### config.mk
export PLATFORM = sky130hd
export DESIGN_NAME = hilihase_drive_sequencer
export DESIGN_NICKNAME = d
export VERILOG_FILES = /design/src/rtl/hilihase_drive_sequencer.sv
export SDC_FILE = /design/constraint.sdc
export NUM_CORES = 1
export LEC_CHECK = 0
export ABC_AREA = 1
export CORE_UTILIZATION = 45
export CTS_CLUSTER_DIAMETER = 40
export DETAILED_ROUTE_END_ITERATION = 7
export MAX_ROUTING_LAYER = met4
export PLACE_DENSITY = 0.65
export SLEW_MARGIN = 20
export SYNTH_ARGS = -nofsm -noshare
export SYNTH_HDL_FRONTEND = slang
export SYNTH_SLANG_ARGS = --single-unit
### constraint.sdc
create_clock -name clk -period 7.26 [get_ports clk]
set_input_delay 1.089 -clock clk [delete_from_list [all_inputs] [get_ports clk]]
set_output_delay 1.089 -clock clk [all_outputs]
set_load 0.1 [all_outputs]
### src/rtl/hilihase_drive_sequencer.sv
// rtl/hilihase_drive_sequencer.sv - timestamped drive-command sequencer for the hilihase co-sim link
//
// Buffers {time, id, value} drive commands from the host bridge in a small FIFO
// and applies each to its DUT input once the internal timeslot counter reaches
// the command time. A command with id 0 ends the test.
//
// Ports:
//   clk, rst            clock, synchronous active-high reset
//   start               pulse; leaves IDLE and starts the timeslot counter
//   cmd_valid/cmd_ready command handshake; cmd_time, cmd_id, cmd_val payload
//   drv_val, drv_oe     per-signal driven value / output enable (bit i-1 = id i)
//   time_now            current timeslot
//   apply_valid/apply_id one-cycle pulse and id of each applied command
//   busy, done          RUN / DONE state indicators
//   err_id, err_x, err_late  sticky error flags
module hilihase_drive_sequencer #(
    parameter int NUM_SIG = 8,
    parameter int ID_W    = 8,
    parameter int TIME_W  = 32,
    parameter int DEPTH   = 4
) (
    input  logic                clk,
    input  logic                rst,
    input  logic                start,
    input  logic                cmd_valid,
    output logic                cmd_ready,
    input  logic [TIME_W-1:0]   cmd_time,
    input  logic [ID_W-1:0]     cmd_id,
    input  logic [1:0]          cmd_val,
    output logic [NUM_SIG-1:0]  drv_val,
    output logic [NUM_SIG-1:0]  drv_oe,
    output logic [TIME_W-1:0]   time_now,
    output logic                apply_valid,
    output logic [ID_W-1:0]     apply_id,
    output logic                busy,
    output logic                done,
    output logic                err_id,
    output logic                err_x,
    output logic                err_late
);

    localparam int AW = $clog2(DEPTH);

    typedef enum logic [1:0] {S_IDLE, S_RUN, S_DONE} state_t;

    state_t              state_q, state_d;
    logic [TIME_W-1:0]   fifo_time_q [DEPTH];
    logic [TIME_W-1:0]   fifo_time_d [DEPTH];
    logic [ID_W-1:0]     fifo_id_q   [DEPTH];
    logic [ID_W-1:0]     fifo_id_d   [DEPTH];
    logic [1:0]          fifo_val_q  [DEPTH];
    logic [1:0]          fifo_val_d  [DEPTH];
    logic [AW-1:0]       rd_ptr_q, rd_ptr_d, wr_ptr_q, wr_ptr_d;
    logic [AW:0]         count_q, count_d;
    logic [NUM_SIG-1:0]  drv_val_q, drv_val_d, drv_oe_q, drv_oe_d;
    logic [TIME_W-1:0]   time_now_q, time_now_d;
    logic                apply_valid_q, apply_valid_d;
    logic [ID_W-1:0]     apply_id_q, apply_id_d;
    logic                err_id_q, err_id_d, err_x_q, err_x_d, err_late_q, err_late_d;

    logic                fifo_full, fifo_empty, push, pop;
    logic [TIME_W-1:0]   head_time;
    logic [ID_W-1:0]     head_id;
    logic [1:0]          head_val;

    assign fifo_full  = (count_q == (AW+1)'(DEPTH));
    assign fifo_empty = (count_q == '0);
    assign head_time  = fifo_time_q[rd_ptr_q];
    assign head_id    = fifo_id_q[rd_ptr_q];
    assign head_val   = fifo_val_q[rd_ptr_q];

    assign cmd_ready  = !fifo_full && (state_q != S_DONE);
    assign push       = cmd_valid && cmd_ready;
    // A due head is popped instead of advancing time, so equal-time commands
    // drain back-to-back at the same time_now.
    assign pop        = (state_q == S_RUN) && !fifo_empty && (head_time <= time_now_q);

    always_comb begin
        state_d       = state_q;
        fifo_time_d   = fifo_time_q;
        fifo_id_d     = fifo_id_q;
        fifo_val_d    = fifo_val_q;
        rd_ptr_d      = rd_ptr_q;
        wr_ptr_d      = wr_ptr_q;
        count_d       = count_q + {{AW{1'b0}}, push} - {{AW{1'b0}}, pop};
        drv_val_d     = drv_val_q;
        drv_oe_d      = drv_oe_q;
        time_now_d    = time_now_q;
        apply_valid_d = 1'b0;
        apply_id_d    = apply_id_q;
        err_id_d      = err_id_q;
        err_x_d       = err_x_q;
        err_late_d    = err_late_q;

        if (push) begin
            fifo_time_d[wr_ptr_q] = cmd_time;
            fifo_id_d[wr_ptr_q]   = cmd_id;
            fifo_val_d[wr_ptr_q]  = cmd_val;
            wr_ptr_d              = wr_ptr_q + AW'(1);
        end

        case (state_q)
            S_IDLE: begin
                if (start) begin
                    state_d = S_RUN;
                end
            end
            S_RUN: begin
                if (pop) begin
                    rd_ptr_d = rd_ptr_q + AW'(1);
                    if (head_time < time_now_q) begin
                        err_late_d = 1'b1;
                    end
                    // Stop outranks every value check; id range is checked before x.
                    if (head_id == '0) begin
                        state_d = S_DONE;
                    end else if (head_id > ID_W'(NUM_SIG)) begin
                        err_id_d = 1'b1;
                    end else if (head_val == 2'd2) begin
                        err_x_d = 1'b1;
                    end else begin
                        apply_valid_d = 1'b1;
                        apply_id_d    = head_id;
                        for (int i = 0; i < NUM_SIG; i++) begin
                            if (head_id == ID_W'(i + 1)) begin
                                if (head_val == 2'd3) begin
                                    drv_oe_d[i] = 1'b0;
                                end else begin
                                    drv_val_d[i] = head_val[0];
                                    drv_oe_d[i]  = 1'b1;
                                end
                            end
                        end
                    end
                end else if (time_now_q != '1) begin
                    time_now_d = time_now_q + TIME_W'(1);
                end
            end
            default: begin
            end
        endcase
    end

    always_ff @(posedge clk) begin
        if (rst) begin
            state_q       <= S_IDLE;
            for (int i = 0; i < DEPTH; i++) begin
                fifo_time_q[i] <= '0;
                fifo_id_q[i]   <= '0;
                fifo_val_q[i]  <= '0;
            end
            rd_ptr_q      <= '0;
            wr_ptr_q      <= '0;
            count_q       <= '0;
            drv_val_q     <= '0;
            drv_oe_q      <= '1;
            time_now_q    <= '0;
            apply_valid_q <= 1'b0;
            apply_id_q    <= '0;
            err_id_q      <= 1'b0;
            err_x_q       <= 1'b0;
            err_late_q    <= 1'b0;
        end else begin
            state_q       <= state_d;
            fifo_time_q   <= fifo_time_d;
            fifo_id_q     <= fifo_id_d;
            fifo_val_q    <= fifo_val_d;
            rd_ptr_q      <= rd_ptr_d;
            wr_ptr_q      <= wr_ptr_d;
            count_q       <= count_d;
            drv_val_q     <= drv_val_d;
            drv_oe_q      <= drv_oe_d;
            time_now_q    <= time_now_d;
            apply_valid_q <= apply_valid_d;
            apply_id_q    <= apply_id_d;
            err_id_q      <= err_id_d;
            err_x_q       <= err_x_d;
            err_late_q    <= err_late_d;
        end
    end

    assign drv_val     = drv_val_q;
    assign drv_oe      = drv_oe_q;
    assign time_now    = time_now_q;
    assign apply_valid = apply_valid_q;
    assign apply_id    = apply_id_q;
    assign busy        = (state_q == S_RUN);
    assign done        = (state_q == S_DONE);
    assign err_id      = err_id_q;
    assign err_x       = err_x_q;
    assign err_late    = err_late_q;

endmodule
After elaboration in Yosys (flattened, before gate mapping)
Cells that the tools add are included.
{"block": "word_totals", "ramBits": 0, "output_inout_bits": 63, "latch_bits": 0, "regBits": 237, "elab_cells": 134, "memories": 0, "in_bits": 46, "mem_bits_ro": 0}
{"block": "op_classes", "n_mul": 0, "div": 0, "n_bitwise": 8, "n_shift": 0, "muxes": 24, "reduce_logical": 35, "addsub": 5, "order_cmp": 6, "n_eq_ne": 18}
{"cell": "bitwise mux 128 bit", "n": 1}
{"cell": "2-to-1 mux 32 bit", "n": 3}
{"cell": "binary-select mux 32 bit (select 2 bit)", "n": 1}
{"cell": "demux 32 bit (select 2 bit)", "n": 1}
{"cell": "AND reduction 7 bit", "n": 8}
{"cell": "AND reduction 6 bit", "n": 8}
{"cell": "adder 32 x 1 -> 32 bit (second input constant)", "n": 1}
{"cell": "bitwise mux 32 bit", "n": 1}
{"cell": "equality test 8 x 3 -> 1 bit (second input constant)", "n": 4}
{"cell": "<= comparator 32 bit", "n": 1}
{"cell": "< comparator 32 bit", "n": 1}
{"cell": "!= test 32 bit (second input constant)", "n": 1}
{"cell": "2-to-1 mux 8 bit", "n": 3}
{"cell": "binary-select mux 8 bit (select 2 bit)", "n": 1}
{"cell": "demux 8 bit (select 2 bit)", "n": 1}
{"cell": "equality test 8 x 2 -> 1 bit (second input constant)", "n": 2}
{"cell": "2-to-1 mux 2 bit", "n": 6}
{"cell": "AND reduction 5 bit", "n": 2}
{"cell": "bitwise mux 8 bit", "n": 1}
{"cell": "equality test 8 x 1 -> 1 bit (second input constant)", "n": 1}
{"cell": "equality test 8 x 4 -> 1 bit (second input constant)", "n": 1}
{"cell": "> comparator 8 x 4 -> 1 bit (second input constant)", "n": 1}
{"cell": "logical NOT 8 bit", "n": 1}
{"cell": "AND reduction 4 bit", "n": 2}
{"cell": "other kinds (24)", "n": 43}

Longest topological paths before layout
{"block": "depth", "depth_word": 8, "depth_mapped": 28, "depth_no_buf": 24}

Worst setup path before layout
Ideal clock, no wire load.
{"block": "synth_timing", "kind": "register -> register", "startpoint": "reg state_q[1]", "endpoint": "reg count_q[2]", "t_arrival_ps": 4210, "setup_time_ps": 122, "stages_incl_launch_ff": 13, "period_less_slack_ps": 4333, "slack_ps": 2927, "required_time_ps": 7138, "path_buffers": 0, "path_cell_list": "dfxtp_1 -> inv_2 -> nor2_1 -> a21oi_1 -> nand2_1 -> ha_1 -> inv_1 -> ha_1 -> inv_1 -> fa_1 -> xor2_1 -> o21ai_0 -> a21oi_1"}
{"block": "synth_via", "elab_chain_cells": 5, "elab_cells_between_ends": 8, "classes_between": "2 x add/sub; 2 x eq/ne; 4 x reduce/logical"}
{"element": "start: declaration", "line_no": "46", "rtl": "state_t state_q, state_d;"}
{"element": "start signal: assignment", "line_no": "164", "rtl": "state_q <= state_d;"}
{"element": "!= test 2 bit", "line_no": "72", "rtl": "assign cmd_ready = !fifo_full && (state_q != S_DONE);"}
{"element": "logical AND 1 bit", "line_no": "72"}
{"element": "named net cmd_ready", "line_no": "26", "rtl": "output logic cmd_ready,"}
{"element": "logical AND 1 bit", "line_no": "73", "rtl": "assign push = cmd_valid && cmd_ready;"}
{"element": "adder 3 x 1 -> 3 bit", "line_no": "85", "rtl": "count_d = count_q + {{AW{1'b0}}, push} - {{AW{1'b0}}, pop};"}
{"element": "subtractor 3 x 1 -> 3 bit", "line_no": "85"}
{"element": "end signal: assignment", "line_no": "170", "rtl": "count_q <= count_d;"}
{"element": "end: declaration", "line_no": "54", "rtl": "logic [AW:0] count_q, count_d;"}
The timed path passes the listed nets, and every way through them passes these cells.
A chain may end at the register's enable or synchronous reset.

Final worst setup path
{"block": "layout_timing", "startpoint": "reg rd_ptr_q[0]", "endpoint": "reg count_q[2]"}
{"block": "layout_via", "elab_chain_cells": 7}
{"element": "start: declaration", "line_no": "53", "rtl": "logic [AW-1:0] rd_ptr_q, rd_ptr_d, wr_ptr_q, wr_ptr_d;"}
{"element": "start signal: assignment", "line_no": "168", "rtl": "rd_ptr_q <= rd_ptr_d;"}
{"element": "inverter 2 -> 3 bit (not written as such)", "line_no": "68", "rtl": "assign head_time = fifo_time_q[rd_ptr_q];"}
{"element": "binary-select mux 32 bit (select 2 bit)", "line_no": "68"}
{"element": "2-to-1 mux 32 bit (not written as such) (2 in series)", "line_no": "68"}
{"element": "<= comparator 32 bit", "line_no": "76", "rtl": "assign pop = (state_q == S_RUN) && !fifo_empty && (head_time <= time_now_q);"}
{"element": "logical AND 1 bit", "line_no": "76"}
{"element": "subtractor 3 x 1 -> 3 bit", "line_no": "85"}
No other way between the ends. The select of a mux whose other input is x is not followed.

==> flow_metrics.env <==
export IMPL_hpwl_mm=21.38
export IMPL_slew_headroom_pct=29.28
export IMPL_setup_viol=0
export IMPL_finalSetupTns_ps=0
export IMPL_grt_antenna_before_repair=0
export IMPL_utilization_pct=56.09
export IMPL_design_area_sq_um=14250
export IMPL_synth_area_sq_um=11760
export IMPL_gp_congestion=0.9166
export IMPL_synth_xor_area_share_pct=2.234
export IMPL_syn_mean_instance_area_sq_um=6.997
export IMPL_placed_cell_area_sq_um=12860
export IMPL_worst_pin_slew_ps=1058
export IMPL_skew_ps=21.00
export IMPL_area_delta_synth_final_pct=21.12
export IMPL_setup_slack_ps=2459
export IMPL_required_ps=7680
export IMPL_insertion_delay_ps=530
export IMPL_netlist_instances=1681
export IMPL_leakage_nw=5.257
export IMPL_grt_max_degree=122
export IMPL_ctsHoldBuffers=0
export IMPL_fmax_ghz=0.2083
export IMPL_synth_fa_ha_area_share_pct=4.319
export IMPL_synthArstFlopShare_pct=0
export IMPL_final_cell_mix="nand2_1 (382), nand3_1 (240), dfxtp_1 (236), a21oi_1 (231), nor2_1 (129)"
export IMPL_grt_use_met3_pct=3.352
export IMPL_grtUsageMet2_pct=41.72
export IMPL_syn_nets=1767
export IMPL_clkSlewWorstSetupHoldPaths_ps=60
export IMPL_ys_seq_elements=237
export IMPL_r2r_slack_ps=2460
export IMPL_std_cell_rows=58
export IMPL_ys_flop_type="dfxtp_1"
export IMPL_numPortBuffers=108
export IMPL_cts_tree="done"
export IMPL_powerDensity_nw_per_um2=321.1
export IMPL_cts_resized=0
export IMPL_clock_tree_buffer_depth=3
export IMPL_cts_sinks=237
export IMPL_finalNonFillerCells=2090
export IMPL_ys_warn_count=0
export IMPL_antenna_cells=0
export IMPL_cap_violations=0
export IMPL_min_path_type="reg -> reg"
export IMPL_fp_dieW_um=163.7
export IMPL_grt_first_pass_wirelength_mm=56.57
export IMPL_period_share_pct=66.13
export IMPL_final_layout_size_suffix_gt1_share_pct=7.159
export IMPL_hold_viol=0
export IMPL_post_place_ws_ps=2533
export IMPL_dp_cells=2016
export IMPL_top_usage_layer="met2"
export IMPL_hold_path_depth=2
export IMPL_finalWirelength_mm=35.34
export IMPL_cts_buffers=41
export IMPL_core_area_sq_um=25400
export IMPL_first_pass_iters=8
export IMPL_cts_root_buf="clkbuf_16"
export IMPL_grt_pass1_vias=10572
export IMPL_vias=11600
export IMPL_grt_overflow=0
export IMPL_synth_top_family_by_area="simple AND/OR/NAND/NOR gates"
export IMPL_endpoint_kind="register"
export IMPL_crit_type="reg -> reg"
export IMPL_path_max_fanout=54
export IMPL_maxSlewViolCount=0
export IMPL_htree_num_levels=2
export IMPL_post_cts_setup_buffers=0
export IMPL_synthDistinctLibCells=38
export IMPL_use_met1_pct=36.74
export IMPL_final_antenna_net_count=0
export IMPL_period_needed_ps=4801
export IMPL_ys_seq_area_share_pct=40.34
export IMPL_ios=109
export IMPL_power_mw=4.574
export IMPL_rsz0062_at_grt="no"
export IMPL_drt_iter0_markers=1043
export IMPL_dieArea_sq_um=26790
export IMPL_die_height_um=163.7
export IMPL_drc=0
export IMPL_r2r_cells=20
export IMPL_status="complete, no violations"
export IMPL_start_util_pct=46.31
export IMPL_start_kind="register"
export IMPL_hold_ws_ps=438.0
export IMPL_synth_mux_area_share_pct=0
export IMPL_via_per_inst=5.550
export IMPL_synth_edf_count=0
export IMPL_wire_per_inst_um=16.91
export IMPL_nFillCells=2428
export IMPL_grtUsageTotal_pct=27.08
export IMPL_final_common_cell="nand2_1"
export IMPL_vdd_drop_max_mv=0.2722
export IMPL_nets=1815
export IMPL_critPathArrivalTime_ps=5220
export IMPL_synth_compound_area_share_pct=15.19
export IMPL_synth_simple_area_share_pct=30.45
cell type report:
| cell class | instances | area (sq um) | area share (%) |
|---|---|---|---|
| multi-input cells | 1232 | 6152 | 43.18 |
| flip-flops and latches | 237 | 4746 | 33.31 |
| repair buffers | 122 | 1187 | 8.335 |
| clock buffers | 52 | 1117 | 7.843 |
| well taps | 330 | 412.9 | 2.898 |
| inverters | 95 | 359.1 | 2.521 |
| clock inverters | 22 | 271.5 | 1.906 |
registers in the layout (all words and copies together), names as in the netlist, 2 cells and up:
register	flops
time_now	32
fifo_time_q	128
rd_ptr_q	2
count_q	3
fifo_val_q	8
fifo_id_q	32
apply_id	8
state_q	2
drv_val	8
drv_oe	8
wr_ptr_q	2
worst paths after layout:
kind / start / endpoint
min reg2reg: apply_id[6] / apply_id[6]
min: apply_id[6] / apply_id[6]
max: rd_ptr_q[0] / count_q[2]
max reg2reg: rd_ptr_q[0] / count_q[2]
critical path: stages (launching register included):
cell and delay (ps):
dfxtp_2 320, inv_2 700, buf_4 460, o21ai_0 130, o22ai_1 230, ha_1 160, nand2_1 60, nor2_1 140
nand4_1 110, and2b_1 240, nand2_1 60, nand2_1 110, nand2_1 470, ha_1 490, inv_1 60, ha_1 130
inv_1 50, fa_1 370, xor2_1 160, o21ai_0 170, a21oi_1 60
report_power, final:
group	internal, mW	switching, mW
Combinational	0.346	0.844
Clock	1.24	0.686
Sequential	1.40	0.0561
Total	2.99	1.59
layer usage:
metal | vias up | part of all wire, %
met5 | - | 0
met4 | 0 | 2.4
met3 | 70 | 5.9
met2 | 375 | 45
met1 | 5402 | 46
li1 | 5753 | -
synthesized netlist by cell type (2+ instances only):
| cell | instances | area (sq um) |
|---|---|---|
| ha_1 | 39 | 488.0 |
| a21oi_1 | 231 | 1156 |
| clkinv_1 | 3 | 11.26 |
| nor4_1 | 10 | 62.56 |
| buf_4 | 5 | 37.54 |
| nand2_1 | 383 | 1438 |
| nand2_2 | 2 | 12.51 |
| o21ai_1 | 2 | 10.01 |
| o22ai_1 | 31 | 193.9 |
| o21ai_0 | 75 | 375.4 |
| nor2_4 | 4 | 45.04 |
| dfxtp_1 | 237 | 4745 |
| inv_2 | 14 | 52.55 |
| nor3_2 | 2 | 20.02 |
| buf_2 | 27 | 135.1 |
| buf_6 | 4 | 45.04 |
| nor3_1 | 13 | 65.06 |
| nand3_1 | 240 | 1201 |
| nor2_1 | 129 | 484.2 |
| buf_1 | 5 | 18.77 |
| o21a_1 | 2 | 15.01 |
| nor2_2 | 6 | 37.54 |
| clkbuf_1 | 76 | 285.3 |
| xor2_1 | 30 | 262.8 |
| nand4_1 | 20 | 125.1 |
| nand4_2 | 2 | 25.02 |
| inv_1 | 78 | 292.8 |
logic make-up after synthesis:
kind of cell | after synthesis
DFF | 237
AOI/OAI and AO/OA | 345
xor gates and xnor gates | 30
adders and majority gates | 40
buffers and inverters | 212
and+or+nand+nor | 817
Note: power is estimated with default switching activity, not from simulation.
==> variant: new RTL, same settings <==
Re-encode `state_t` (3 states) as one-hot, 3 bits wide.
--- a/src/rtl/hilihase_drive_sequencer.sv
+++ b/src/rtl/hilihase_drive_sequencer.sv
@@ -42,5 +42,5 @@
     localparam int AW = $clog2(DEPTH);
 
-    typedef enum logic [1:0] {S_IDLE, S_RUN, S_DONE} state_t;
+    typedef enum logic [2:0] {S_IDLE = 3'b001, S_RUN = 3'b010, S_DONE = 3'b100} state_t;
 
     state_t              state_q, state_d;
Function: no difference found for any inputs over 4 cycles, from zero or initial values and one cycle with rst high; so few cycles prove little.
==> variant against the unedited design <==
- total power down 9.0%
- die area is 2.1% lower
- routed wire length fell by 7.3%
- cell area is 1.7% lower
- highest routed layer unchanged
- count of clock-buffer cells in the layout is 2 lower
- worst setup slack worse by 590 ps
- utilization decreased by 0.33 points
- area after synthesis decreased by 2.1%
- worst hold slack worse by 3.5 ps
- sequential cell count rose by 1
==> variant: results (changes against the unedited design) <==
Hold path:
- The end point of the most critical hold path is apply_id[5].

Setup path:
- The maximum fanout encountered on the critical timing path came to 69 (+28%).
- The largest incremental delay on the critical path is 860 ps (+160 ps).
- The logic depth of the worst register-to-register path came to 17 (-15%).
- The worst-case register-to-register setup slack is 1870 ps (-590 ps).

Placed design:
- The final weighted congestion in routability-driven placement was 0.992 (+8.3%).
- The post-detailed-placement half-perimeter wirelength is 20700 um (-2.9%).
- The post-place instance area is 12600 um2 (-1.7%).
- The worst slack at placement was 2370 ps (-164 ps).
- The number of cells in the design after placement was 2020 (+0.20%).

Layout:
- The proportion of layout cells with a drive suffix above 1 is 6.03% (-1.1 points).
- The number of fill cells is 2499 (+2.9%).

Timing:
- The clock tree skew after final layout came to 17.6 ps (-3.39 ps).
- The smallest hold slack came to 434 ps (-3.53 ps).
- The highest attainable clock frequency was 0.185 GHz (-11%).

Routing:
- The via count was 11100 (-4.5%).
- The via count normalized by instance count is 5.31 (-4.3%).
- The iteration count of the initial detailed-routing pass was 5 (-3).

Global route:
- The total routing usage reported by global routing was 26.0% (-1.0 points).
- The wire length of the first global-routing pass is 53400 um (-5.7%).
- The number of global-route vias before repair was 10200 (-3.6%).

Synthesis:
- The total nets after synthesis is 1757 (-0.57%).
- In the post-synthesis netlist, the biggest area contributors are sky130_fd_sc_hd__dfxtp_1 41%, sky130_fd_sc_hd__nor2_1 15%, sky130_fd_sc_hd__o21ai_0 10%.

Power and ir drop:
- The power density over the cells is 297 nW/um2 (-7.4%).
- The leakage power figure is 0.00550 uW (+4.7%).

Outcome:
- The flow ran to the end, and the final reports show no timing, DRC or antenna violations.
## variant: cell count changes in the layout (fill, tap and decap cells not counted), moves of 6 or more
cell,change
sky130_fd_sc_hd__nor2_1,+335
sky130_fd_sc_hd__nand4_1,+6
sky130_fd_sc_hd__nand3_1,-164
sky130_fd_sc_hd__o21ai_0,+162
sky130_fd_sc_hd__inv_1,+7
sky130_fd_sc_hd__nor3_1,+7
sky130_fd_sc_hd__nand2_1,-172
sky130_fd_sc_hd__a21oi_1,-168
## variant: area by class of cell
| type | instances | share of cell area, % |
|---|---|---|
| Timing Repair Buffer | 119 | 8.28 |
| Tap cell | 330 | 2.95 |
| Sequential cell | 238 | 34.0 |
| Inverter | 100 | 2.71 |
| Clock inverter | 17 | 1.95 |
| Multi-Input combinational cell | 1233 | 42.3 |
| Clock buffer | 50 | 7.77 |
## variant: per-layer routing
layer  up-vias  global-route usage (%)  share of wire, %
met4         0                    7.93               2.2
met1      5087                    35.3                47
li1       5595                       -                 -
met2       340                    39.7                44
met3        59                    4.11               6.5
met5         -                       -                 0
## variant: logic make-up (layout without fill, tap and decap cells)
logic type	Yosys count	after routing	share of synthesized area, %
XOR/XNOR	28	28	2.13
AO/OA/AOI/OAI	346	346	15.6
flip-flops	238	238	41.4
adder cells (fa/ha/maj)	40	40	4.41
buffers and inverters	200	286	7.18
AND/OR/NAND/NOR	819	819	29.3
## variant: worst min-delay path: stages (launching register included)
cell and delay (ps):
sky130_fd_sc_hd__dfxtp_1 300, sky130_fd_sc_hd__nand2_1 60, sky130_fd_sc_hd__nor2_1 30
## variant: power by group
part	internal, uW	switching [uW]
clock	1300	625
combinational	259	476
sequential	1440	69.7
